**src/rtl/store_byteen_queue_pkg.sv**
```systemverilog
// Shared definitions for the store byte-enable queue: size codes, lane mask
// helper and a log2 helper for parameter arithmetic.
package store_byteen_queue_pkg;

  localparam logic [1:0] SZ_BYTE  = 2'b00;
  localparam logic [1:0] SZ_HALF  = 2'b01;
  localparam logic [1:0] SZ_WORD  = 2'b10;
  localparam logic [1:0] SZ_DWORD = 2'b11;

  typedef struct packed {
    logic [7:0] mask;
    logic       misalign;
  } lane_t;

  function automatic int log2_ceil(input int unsigned v);
    int r;
    r = 0;
    while ((32'd1 << r) < v) r++;
    return r;
  endfunction

  // misalign also covers an access wider than the bus (dword on a 32-bit bus)
  function automatic lane_t lane_mask(input logic [1:0] size, input logic [2:0] off,
                                      input int unsigned nb);
    lane_t       r;
    int unsigned bytes;
    logic [15:0] wide;
    bytes      = 32'd1 << size;
    wide       = 16'((32'd1 << bytes) - 32'd1) << off;
    r.mask     = wide[7:0];
    r.misalign = ((32'(off) & (bytes - 32'd1)) != 32'd0) || (bytes > nb);
    return r;
  endfunction

endpackage

```
**src/rtl/store_byteen_queue_byteen.sv**
```systemverilog
// Combinational lane placement for one store: byte-enable mask, shifted data
// and the reject flag for misaligned or over-wide accesses.
module byteen_gen
  import store_byteen_queue_pkg::*;
#(
  parameter int DATA_W = 32,
  parameter int NB     = DATA_W / 8,
  parameter int OFF_W  = log2_ceil(DATA_W / 8)
) (
  input  logic [OFF_W-1:0]  off,
  input  logic [1:0]        size,
  input  logic [DATA_W-1:0] data,
  output logic [NB-1:0]     byteen,
  output logic [DATA_W-1:0] wdata,
  output logic              bad
);

  lane_t lm;
  logic  unused_mask;

  assign lm          = lane_mask(size, 3'(off), NB);
  assign byteen      = lm.mask[NB-1:0];
  assign wdata       = data << {off, 3'b000};
  assign bad         = lm.misalign;
  assign unused_mask = ^lm.mask;

endmodule

```
**src/rtl/store_byteen_queue.sv**
```systemverilog
// Store byte-enable generator feeding a DEPTH-entry FIFO that drains to data
// memory, with load-vs-pending-store word hazard detection.
module store_byteen_queue
  import store_byteen_queue_pkg::*;
#(
  parameter int DATA_W = 32,
  parameter int ADDR_W = 32,
  parameter int DEPTH  = 4,
  parameter int CNT_W  = $clog2(DEPTH) + 1
) (
  input  logic                     clk,
  input  logic                     reset,
  input  logic                     req_valid,
  output logic                     req_ready,
  input  logic [ADDR_W-1:0]        req_addr,
  input  logic [1:0]               req_size,
  input  logic [DATA_W-1:0]        req_data,
  output logic                     mem_valid,
  input  logic                     mem_ready,
  output logic [ADDR_W-1:0]        mem_addr,
  output logic [DATA_W/8-1:0]      mem_byteen,
  output logic [DATA_W-1:0]        mem_wdata,
  input  logic [ADDR_W-1:0]        ld_addr,
  output logic                     ld_hazard,
  output logic                     ades,
  output logic [ADDR_W-1:0]        ades_addr,
  output logic [CNT_W-1:0]         count
);

  localparam int NB    = DATA_W / 8;
  localparam int OFF_W = log2_ceil(NB);
  localparam int PTR_W = log2_ceil(DEPTH);
  localparam logic [PTR_W-1:0] PTR_ONE  = PTR_W'(1);
  localparam logic [CNT_W-1:0] CNT_ONE  = CNT_W'(1);
  localparam logic [CNT_W-1:0] CNT_FULL = CNT_W'(DEPTH);

  logic [ADDR_W-1:0] addr_mem [DEPTH];
  logic [NB-1:0]     be_mem   [DEPTH];
  logic [DATA_W-1:0] data_mem [DEPTH];
  logic [DEPTH-1:0]  valid_q, valid_next;
  logic [PTR_W-1:0]  head_q, tail_q;
  logic [CNT_W-1:0]  count_q, count_next;
  logic              ades_q;
  logic [ADDR_W-1:0] ades_addr_q;

  logic [NB-1:0]     gen_be;
  logic [DATA_W-1:0] gen_wdata;
  logic              gen_bad;
  logic              accept, enq, deq, rej;
  logic              unused_ld_lo;

  byteen_gen #(.DATA_W(DATA_W)) u_byteen_gen (
    .off    (req_addr[OFF_W-1:0]),
    .size   (req_size),
    .data   (req_data),
    .byteen (gen_be),
    .wdata  (gen_wdata),
    .bad    (gen_bad)
  );

  // Both sides use strict valid/ready: a transfer happens on the rising edge
  // where valid && ready; ready never depends combinationally on the other
  // side's valid/ready, and a presented head stays stable until taken.
  assign req_ready = (count_q != CNT_FULL);
  assign mem_valid = (count_q != '0);
  assign accept    = req_valid && req_ready;
  assign enq       = accept && !gen_bad;
  assign rej       = accept && gen_bad;
  assign deq       = mem_valid && mem_ready;

  assign mem_addr   = addr_mem[head_q];
  assign mem_byteen = be_mem[head_q];
  assign mem_wdata  = data_mem[head_q];
  assign ades       = ades_q;
  assign ades_addr  = ades_addr_q;
  assign count      = count_q;

  always_comb begin
    count_next = count_q;
    case ({enq, deq})
      2'b10:   count_next = count_q + CNT_ONE;
      2'b01:   count_next = count_q - CNT_ONE;
      default: count_next = count_q;
    endcase
  end

  // head and tail only coincide when empty or full, so set/clear never collide
  always_comb begin
    valid_next = valid_q;
    if (deq) valid_next[head_q] = 1'b0;
    if (enq) valid_next[tail_q] = 1'b1;
  end

  always_ff @(posedge clk) begin
    if (enq) begin
      addr_mem[tail_q] <= {req_addr[ADDR_W-1:OFF_W], {OFF_W{1'b0}}};
      be_mem[tail_q]   <= gen_be;
      data_mem[tail_q] <= gen_wdata;
    end
  end

  always_ff @(posedge clk or negedge reset) begin
    if (!reset) begin
      head_q      <= '0;
      tail_q      <= '0;
      count_q     <= '0;
      valid_q     <= '0;
      ades_q      <= 1'b0;
      ades_addr_q <= '0;
    end else begin
      ades_q  <= rej;
      if (rej) ades_addr_q <= req_addr;
      if (enq) tail_q <= tail_q + PTR_ONE;
      if (deq) head_q <= head_q + PTR_ONE;
      valid_q <= valid_next;
      count_q <= count_next;
    end
  end

  always_comb begin
    ld_hazard = 1'b0;
    for (int i = 0; i < DEPTH; i++) begin
      if (valid_q[i] && (addr_mem[i][ADDR_W-1:OFF_W] == ld_addr[ADDR_W-1:OFF_W]))
        ld_hazard = 1'b1;
    end
  end

  assign unused_ld_lo = ^ld_addr[OFF_W-1:0];

endmodule

```
**config.mk**
```make
export PLATFORM = sky130hd
export DESIGN_NAME = store_byteen_queue
export DESIGN_NICKNAME = d
export VERILOG_FILES = /design/src/rtl/store_byteen_queue_pkg.sv /design/src/rtl/store_byteen_queue_byteen.sv /design/src/rtl/store_byteen_queue.sv
export SDC_FILE = /design/constraint.sdc
export NUM_CORES = 1
export LEC_CHECK = 0
export ABC_AREA = 1
export CORE_MARGIN = 3
export CORE_UTILIZATION = 58
export CTS_CLUSTER_SIZE = 25
export DETAILED_ROUTE_END_ITERATION = 10
export GPL_TIMING_DRIVEN = 0
export PLACE_DENSITY = 0.85
export SLEW_MARGIN = 30
export SYNTH_ARGS = -nofsm -noshare
export SYNTH_HDL_FRONTEND = slang
export SYNTH_SLANG_ARGS = --single-unit
export TNS_END_PERCENT = 50
```
**constraint.sdc**
```tcl
create_clock -name clk -period 6.6 [get_ports clk]
set_input_delay 0.99 -clock clk [delete_from_list [all_inputs] [get_ports clk]]
set_output_delay 0.99 -clock clk [all_outputs]
set_load 0.02 [all_outputs]
```
==> results of run 1 <==
==> power groups by stage <==
| stage | combinational (mW) | sequential [mW] | clock, mW |
|---|---|---|---|
| final | 3.19 | 2.49 | 1.94 |
| after global routing | 3.36 | 2.51 | 2.02 |
| after CTS | 3.15 | 2.49 | 1.94 |
| after detailed placement | 3.10 | 2.52 | 0 |
| after global placement | 2.98 | 2.53 | 0 |
| after floorplan | 1.48 | 2.62 | 0 |
==> flip-flops by register name, summed over array words and instances (netlist names) <==
name	flops
addr_mem	120
ades	1
ades_addr	32
be_mem	16
count	3
data_mem	128
head_q	2
tail_q	2
valid_q	4
==> metal layers <==
layer,global-route usage,part of all wire,vias to the layer above
li1,-,-,5518
met1,0.505,0.38,5878
met2,0.558,0.46,948
met3,0.0779,0.14,111
met4,0.0800,0.024,2
met5,0,0.00025,-
==> layout make-up <==
| class | instances | share of cell area |
|---|---|---|
| timing repair buffer | 217 | 0.132 |
| multi-input combinational | 995 | 0.245 |
| sequential | 308 | 0.493 |
| buffer | 61 | 0.0171 |
| tap | 319 | 0.0218 |
| clock inverter | 26 | 0.0192 |
| inverter | 142 | 0.0292 |
| clock buffer | 32 | 0.0426 |
==> worst max-delay path, delay by kind of cell, from the launching register on <==
family | cells | cell delay (ps)
buffers and inverters | 4 | 1710
DFF | 1 | 550
AOI/OAI and AO/OA | 2 | 500
==> cells in the mapped netlist (3+ instances only) <==
library cell,n,area [um^2]
o21ai_0,160,801
xnor2_1,9,78.8
nor2_1,202,758
nand2_1,444,1670
clkbuf_1,29,109
buf_4,3,22.5
edfxtp_1,264,7930
o32ai_1,4,35.0
a22oi_1,8,60.1
buf_2,23,115
inv_2,3,11.3
inv_1,137,514
a21oi_1,82,410
o22ai_1,46,288
xor2_1,8,70.1
buf_6,6,67.6
o21ai_1,4,20.0
ha_1,12,150
nand3_1,6,30.0
dfrtp_1,44,1100
==> final timing paths <==
| kind | from | end | slack (ps) | depth (start not counted) |
|---|---|---|---|---|
| min in group clk | ades_addr[29]$_DFFE_PN0P_ | ades_addr[29]$_DFFE_PN0P_ | 480 | 2 |
| worst max register to register | count[1]$_DFFE_PN0P_ | data_mem[1][31]$_DFFE_PP_ | 3830 | 10 |
| max in group asynchronous | reset | ades_addr[0]$_DFFE_PN0P_ | 5730 | 1 |
| worst min register to register | ades_addr[29]$_DFFE_PN0P_ | ades_addr[29]$_DFFE_PN0P_ | 480 | 2 |
| worst max-delay path | head_q[1]$_DFFE_PN0N_ | mem_addr[12] | 2270 | 6 |
| worst min-delay path | reset | ades_addr[6]$_DFFE_PN0P_ | 420 | 1 |
==> stage by stage <==
step                      total power, mW  hold WS [ps]  setup slack, ps  utilization  std cells
after floorplan                      4.09           452             1450            -       1506
final                                7.62           424             2270        0.767       2100
after detailed placement             5.62           464             2360        0.719       2042
after global routing                 7.89           452             2160        0.767       2100
after CTS                            7.57           446             2300        0.767       2100
after global placement               5.51           462            -1400        0.702       2028
==> kinds of logic after synthesis <==
logic type / share of synthesized area
buffers and inverters: 0.0592
AND/OR/NAND/NOR: 0.175
other: 0.000262
adder cells (fa/ha/maj): 0.0119
AO/OA/AOI/OAI: 0.114
flip-flops: 0.630
XOR/XNOR: 0.0104
==> impl_metrics.py, run 1 <==
metrics = {
    "setup_path": {
        "path_cells": "inv_1, buf_2, clkbuf_1, a21oi_1, a21oi_1, clkdlybuf4s50_1",
        "start_kind": "flop",
        "arrival_ps": 3340,
        "endpoint_kind": "output port",
        "path_max_fanout": 10,
        "max_stage_delay_ps": 690,
        "crit_top_cell": "a21oi_1",
        "slowest_stage": "clkdlybuf4s50_1",
        "worstSetupPathType": "flop to output port",
        "required_ps": 5610,
    },
    "floorplan": {
        "die_y_um": 163,
        "core_area_mm2": 0.0239,
        "io_pins": 209,
        "die_w_um": 163,
        "die_area_mm2": 0.0266,
        "initial_core_util": 0.600,
        "rows": 56,
    },
    "logic_synthesis": {
        "synth_edf_count": 264,
        "synthDistinctLibCells": 31,
        "ys_ff_latch": 308,
        "ys.flop_type": "edfxtp_1",
        "async_reset_ff_frac": 0.143,
        "synthCells": 1505,
        "synth_area_per_cell_um2": 9.53,
        "synth_warnings": 0,
        "mappedNetlistArea_mm2": 0.0143,
        "ys_seq_area_frac": 0.630,
    },
    "run_status": {
        "outcome": "finished, final reports clean",
    },
    "sta": {
        "max_slew_margin": 0.449,
        "slew_viol_final": 0,
        "setup_viol": 0,
        "timing.fmax_mhz": 231,
        "grt_setup_unrepaired": "false",
        "fin_setup_tns_ps": 0,
        "fin_skew_ps": 14.7,
        "worst_pin_slew_ps": 826,
        "fin_crit_ps": 4330,
        "hold_violations": 0,
        "finalCritPeriodShare": 0.656,
    },
    "clocking": {
        "cts_buffer_depth": 3,
        "numCtsBuffers": 31,
        "cts_setup_buffers": 0,
        "cts_tree": "built",
        "htreeDepth": 1,
        "clk_latency_ps": 580,
        "numClockSinks": 308,
        "root_buffer": "clkbuf_16",
        "ctsHoldBuffers": 0,
        "clk_pin_slew_worst_paths_ps": 70,
        "post_cts_resized": 0,
    },
    "layout": {
        "syn2layout_area_growth_pct": 27.7,
        "final_nets": 1871,
        "antennaDiodeCount": 0,
        "drive_above_1_share": 0.0663,
        "nFillCells": 1579,
        "mostFrequentLayoutCell": "nand2_1",
        "mostFrequentLayoutCells": "nand2_1, edfxtp_1, clkdlybuf4s50_1",
        "regArea_mm2": 0.00903,
        "stdcell_area_mm2": 0.0183,
        "multi_input_comb_area_mm2": 0.00449,
    },
    "power_and_ir_drop": {
        "vdd_ir_drop_max_mv": 0.347,
        "sequentialPowerShare": 0.327,
        "p_per_area_mw_per_mm2": 416,
        "swShare": 0.384,
        "p_int_mw": 4.69,
        "p_sw_mw": 2.93,
        "comb_power_share": 0.418,
        "p_leak_nw": 7.46,
        "pwr-share-clk": 0.255,
    },
    "placed_design": {
        "port_buffers": 203,
        "routabilityCongestion": 1.01,
        "hpwl_mm": 34.0,
        "place_area_mm2": 0.0172,
    },
    "grt": {
        "grt_usage": 0.352,
        "grt_pass1_vias": 11887,
        "grt_antenna_before_repair": 1,
        "grt_first_pass_wirelength_mm": 70.1,
        "grt_overflow": 0,
        "grt_max_degree": 45,
    },
    "routing": {
        "vias": 12457,
        "ant_nets": 0,
        "vias_per_cell": 5.93,
        "drc": 0,
        "drt_iter0_drc": 1770,
        "dr.pass1.iters": 6,
        "routed_wl_mm": 47.5,
        "wl_per_cell_um": 22.6,
    },
    "min_path": {
        "hold_path_class": "input pin to asynchronous set/reset pin",
    },
    "job": {
        "maxCapViolations": 0,
    },
}
(Power assumes the default switching activity.)
==> run 2: changes to the inputs <==
Settings changed: CORE_UTILIZATION 58 to 55, PLACE_DENSITY 0.85 to 0.82.
Clock period 6.6 ns to 4.1 ns, I/O delays scaled along.
==> impl_metrics.py, run 2 (synthesized netlist as in run 1, its figures left out) <==
metrics = {
    "sta": {
        "setup_viol": 0,
        "grt_setup_unrepaired": "false",
        "max_slew_margin": 0.417,
        "fin_crit_ps": 3980,
        "slew_viol_final": 0,
        "fin_skew_ps": 7.23,
        "hold_violations": 0,
        "finalCritPeriodShare": 0.971,
        "worst_pin_slew_ps": 874,
        "timing.fmax_mhz": 251,
        "setup_slack_ps": 119,
    },
    "setup_path": {
        "path_max_fanout": 10,
        "slowest_stage": "clkbuf_1",
        "setup.worst_path.start": "head_q[1]$_DFFE_PN0N_",
        "timing.rr.end": "data_mem[1][9]$_DFFE_PP_",
        "arrival_ps": 3370,
        "critPathTopFamily": "buffers and inverters",
        "timing.rr.start": "count[1]$_DFFE_PN0P_",
        "r2r_cells": 9,
        "start_kind": "flop",
        "max_stage_delay_ps": 670,
        "path_cells": "inv_1, buf_2, clkbuf_1, a21oi_1, a21oi_1, clkdlybuf4s50_1",
        "reg2reg_slack_ps": 1420,
        "required_ps": 3480,
        "crit_top_cell": "a21oi_1",
        "endpoint_kind": "output port",
        "worstSetupPathType": "flop to output port",
        "path_buf_inv": 4,
    },
    "layout": {
        "syn2layout_area_growth_pct": 27.0,
        "final_cells": 2116,
        "final_nets": 1873,
        "largest-register": "data_mem",
        "largest_register_ffs": 128,
        "mostFrequentLayoutCells": "nand2_1, edfxtp_1, clkdlybuf4s50_1",
        "mostFrequentLayoutCell": "nand2_1",
        "drive_above_1_share": 0.0606,
    },
    "run_status": {
        "outcome": "finished, final reports clean",
    },
    "placed_design": {
        "place_ws_ps": 332,
        "routabilityCongestion": 1.01,
        "port_buffers": 203,
        "place_inst": 2054,
        "hpwl_mm": 34.0,
    },
    "routing": {
        "dr.pass1.iters": 6,
        "ant_nets": 0,
        "routed_wl_mm": 46.6,
        "drc": 0,
        "wl_per_cell_um": 22.0,
        "drt_iter0_drc": 1927,
        "vias_per_cell": 5.84,
        "vias": 12347,
    },
    "clocking": {
        "htreeDepth": 1,
        "numCtsBuffers": 31,
        "clk_pin_slew_worst_paths_ps": 70,
        "cts_tree": "built",
        "cts_buffer_depth": 3,
        "numClockSinks": 308,
        "cts_setup_buffers": 0,
        "clk_latency_ps": 560,
        "root_buffer": "clkbuf_16",
    },
    "power_and_ir_drop": {
        "p_leak_nw": 7.40,
        "p_per_area_mw_per_mm2": 651,
        "post-layout-total-power_mw": 11.8,
        "vdd_ir_drop_max_mv": 0.542,
    },
    "floorplan": {
        "initial_core_util": 0.565,
        "die_y_um": 167,
        "core_area_mm2": 0.0254,
        "rows": 58,
        "die_area_mm2": 0.0280,
        "die_w_um": 167,
        "io_pins": 209,
    },
    "grt": {
        "grt_overflow": 0,
        "grt_antenna_before_repair": 3,
        "grt_max_degree": 36,
        "grt_pass1_vias": 11919,
        "grt_usage": 0.324,
        "grt_first_pass_wirelength_mm": 69.8,
    },
    "min_path": {
        "hold_path_class": "input pin to asynchronous set/reset pin",
    },
    "job": {
        "maxCapViolations": 0,
    },
}
-- run 2: cell count changes in the layout (fill, tap and decap cells not counted), moves of 3 or more --
cell	change
bufinv_16	-5
clkbuf_1	+5
clkinv_1	+6
clkinv_2	+6
clkinv_4	-5
clkinvlp_4	-3
diode_2	+3
inv_6	-4
-- run 2: worst max path at each step --
stage,end,slack [ps],depth (start not counted)
final,mem_addr[17],120,6
after global routing,mem_addr[17],30,6
after CTS,mem_addr[17],260,6
after detailed placement,data_mem[1][5]$_DFFE_PP_,330,12
after global placement,data_mem[3][5]$_DFFE_PP_,-3670,9
after floorplan,addr_mem[0][0]$_DFFE_PP_,-670,8
-- run 2: worst reg2reg max path, stage by stage, from the launching register on --
cell and delay (ps):
dfrtp_1 380, inv_1 90, nand3_1 110, and2_2 210, nand3_2 130, buf_2 250
nor2_4 580, buf_16 260, buf_16 190, buf_16 180
-- run 2: cell type report --
cell class              count  area, um^2
multi-input cells         995        4490
plain buffers              61         314
clock inverters            19         140
flip-flops and latches    308        9030
well taps                 330         413
repair buffers            219        2440
clock buffers              39         826
inverters                 142         536
diodes                      3        7.51
fillers                  1828        7200
-- run 2: through the flow --
stage               setup TNS (ps)  instance area [um^2]  hold slack (ps)   util
global route                     0                 18200              461  0.717
floorplan                  -177860                 14300              319      -
global placement           -946220                 16800              462  0.661
CTS                              0                 18200              445  0.716
detailed placement               0                 17200              464  0.678
finish                           0                 18200              453  0.717
-- run 2: where the power goes --
part	total, mW	internal [mW]	switching [mW]
Clock	2.72	1.54	1.18
Combinational	5.12	1.91	3.21
Sequential	4.01	3.80	0.206
Total	11.8	7.25	4.59
-- run 2: timing repair --
action	CTS	global route
resized for setup	0	0
hold buffers	1	0
hold endpoints to repair	9	0
-- run 2: metal layers --
metal / GRT usage / vias up / share of wire
met1: 0.475 / 5849 / 0.39
met3: 0.0593 / 127 / 0.12
met5: 0 / - / 0.00028
met4: 0.104 / 2 / 0.034
li1: - / 5520 / -
met2: 0.497 / 849 / 0.45
==> run 3: changes to the inputs <==
Settings changed: CTS_BUF_LIST set to sky130_fd_sc_hd__clkbuf_8 sky130_fd_sc_hd__clkbuf_16, RECOVER_POWER set to 50.
==> impl_metrics.py, run 3 (synthesized netlist as in run 1, its figures left out) <==
metrics = {
    "setup_path": {
        "path_buf_inv": 5,
        "required_ps": 3480,
        "arrival_ps": 3390,
        "slowest_stage": "clkbuf_1",
        "endpoint_kind": "output port",
        "max_stage_delay_ps": 680,
        "path_cells": "buf_2, inv_2, buf_2, clkbuf_1, a21oi_1, a21oi_1, clkdlybuf4s50_1",
        "start_kind": "flop",
        "worstSetupPathType": "flop to output port",
        "path_max_fanout": 10,
        "critPathTopFamily": "buffers and inverters",
    },
    "layout": {
        "final_nets": 1873,
        "drive_above_1_share": 0.0510,
        "largest-register": "data_mem",
        "mostFrequentLayoutCell": "nand2_1",
        "syn2layout_area_growth_pct": 26.3,
        "nFillCells": 1847,
        "mostFrequentLayoutCells": "nand2_1, edfxtp_1, nor2_1",
        "largest_register_ffs": 128,
    },
    "placed_design": {
        "routabilityCongestion": 1.01,
        "hpwl_mm": 34.0,
        "place_ws_ps": 332,
        "port_buffers": 203,
    },
    "floorplan": {
        "rows": 58,
        "die_y_um": 167,
        "die_w_um": 167,
        "initial_core_util": 0.565,
        "io_pins": 209,
        "core_area_mm2": 0.0254,
        "die_area_mm2": 0.0280,
    },
    "sta": {
        "hold_violations": 0,
        "fin_crit_ps": 4000,
        "setup_viol": 0,
        "timing.fmax_mhz": 250,
        "setup_slack_ps": 98.4,
        "worst_pin_slew_ps": 2020,
        "finalCritPeriodShare": 0.976,
        "fin_setup_tns_ps": 0,
        "max_slew_margin": -0.347,
        "slew_viol_final": 36,
        "fin_skew_ps": 6.72,
        "grt_setup_unrepaired": "false",
    },
    "routing": {
        "routed_wl_mm": 46.5,
        "ant_nets": 0,
        "vias": 12356,
        "wl_per_cell_um": 22.0,
        "drt_iter0_drc": 1938,
        "dr.pass1.iters": 6,
        "drc": 0,
        "vias_per_cell": 5.84,
    },
    "clocking": {
        "post_cts_resized": 0,
        "ctsHoldBuffers": 1,
        "cts_tree": "built",
        "numClockSinks": 308,
        "htreeDepth": 1,
        "clk_latency_ps": 560,
        "root_buffer": "clkbuf_16",
        "numCtsBuffers": 31,
        "cts_setup_buffers": 0,
        "cts_buffer_depth": 3,
        "clk_pin_slew_worst_paths_ps": 60,
    },
    "grt": {
        "grt_max_degree": 36,
        "grt_usage": 0.324,
        "grt_overflow": 0,
        "grt_first_pass_wirelength_mm": 69.8,
        "grt_antenna_before_repair": 3,
        "grt_pass1_vias": 11919,
    },
    "run_status": {
        "outcome": "finished with violations",
        "violations": "max-capacitance violations, max-slew violations",
    },
    "power_and_ir_drop": {
        "post-layout-total-power_mw": 11.7,
        "vdd_ir_drop_max_mv": 0.531,
        "swShare": 0.390,
        "sequentialPowerShare": 0.341,
        "comb_power_share": 0.429,
        "p_per_area_mw_per_mm2": 647,
        "p_leak_nw": 7.42,
        "p_int_mw": 7.16,
        "pwr-share-clk": 0.230,
        "p_sw_mw": 4.57,
    },
    "job": {
        "maxCapViolations": 1,
    },
    "min_path": {
        "hold_path_class": "flop to flop",
    },
}
==> run 3: metrics by stage <==
step	utilization	cell area, um^2	hold WS, ps	instances
after global routing	0.713	18100	497	2115
final	0.713	18100	475	2116
after CTS	0.716	18200	445	2113
after floorplan	-	14300	319	1506
after global placement	0.661	16800	462	2039
after detailed placement	0.678	17200	464	2054
==> run 3: path summary, 6_finish.rpt <==
| kind | startpoint | endpoint | slack, ps | cells after the start |
|---|---|---|---|---|
| max reg2reg | count[1]$_DFFE_PN0P_ | data_mem[1][2]$_DFFE_PP_ | 1240 | 9 |
| min in group asynchronous | reset | ades_addr[25]$_DFFE_PN0P_ | 690 | 2 |
| max | head_q[0]$_DFFE_PN0N_ | mem_addr[22] | 100 | 7 |
| min | ades_addr[29]$_DFFE_PN0P_ | ades_addr[29]$_DFFE_PN0P_ | 480 | 2 |
| max in group asynchronous | reset | valid_q[1]$_DFF_PN0_ | 1020 | 3 |
| min reg2reg | ades_addr[29]$_DFFE_PN0P_ | ades_addr[29]$_DFFE_PN0P_ | 480 | 2 |
==> run 3: tightest hold or removal path, stage by stage (launching register included) <==
cell	delay [ps]
dfrtp_1	340
nand2_1	50
nand2_1	50
==> run 3: cell type report <==
cell class | count | area (um^2) | area share
flip-flops and latches | 308 | 9030 | 0.498
multi-input cells | 995 | 4460 | 0.246
repair buffers | 219 | 2420 | 0.134
well taps | 330 | 413 | 0.0228
clock inverters | 25 | 163 | 0.00898
diodes | 3 | 7.51 | 0.000414
inverters | 142 | 534 | 0.0295
clock buffers | 33 | 803 | 0.0443
plain buffers | 61 | 277 | 0.0153
==> run 3: layer usage <==
| metal | GRT usage | vias to the layer above | wire length [um] |
|---|---|---|---|
| met3 | 0.0593 | 121 | 5920 |
| li1 | - | 5520 | - |
| met2 | 0.497 | 914 | 21000 |
| met4 | 0.104 | 2 | 1560 |
| met5 | 0 | - | 13 |
| met1 | 0.475 | 5799 | 17900 |
==> run 3: power by group through the flow <==
| stage | combinational (mW) | sequential (mW) | clock (mW) |
|---|---|---|---|
| floorplan | 2.38 | 4.21 | 0 |
| global placement | 4.81 | 4.08 | 0 |
| detailed placement | 5.01 | 4.05 | 0 |
| CTS | 5.05 | 4.00 | 2.70 |
| global route | 5.32 | 4.03 | 2.83 |
| finish | 5.03 | 4.00 | 2.70 |
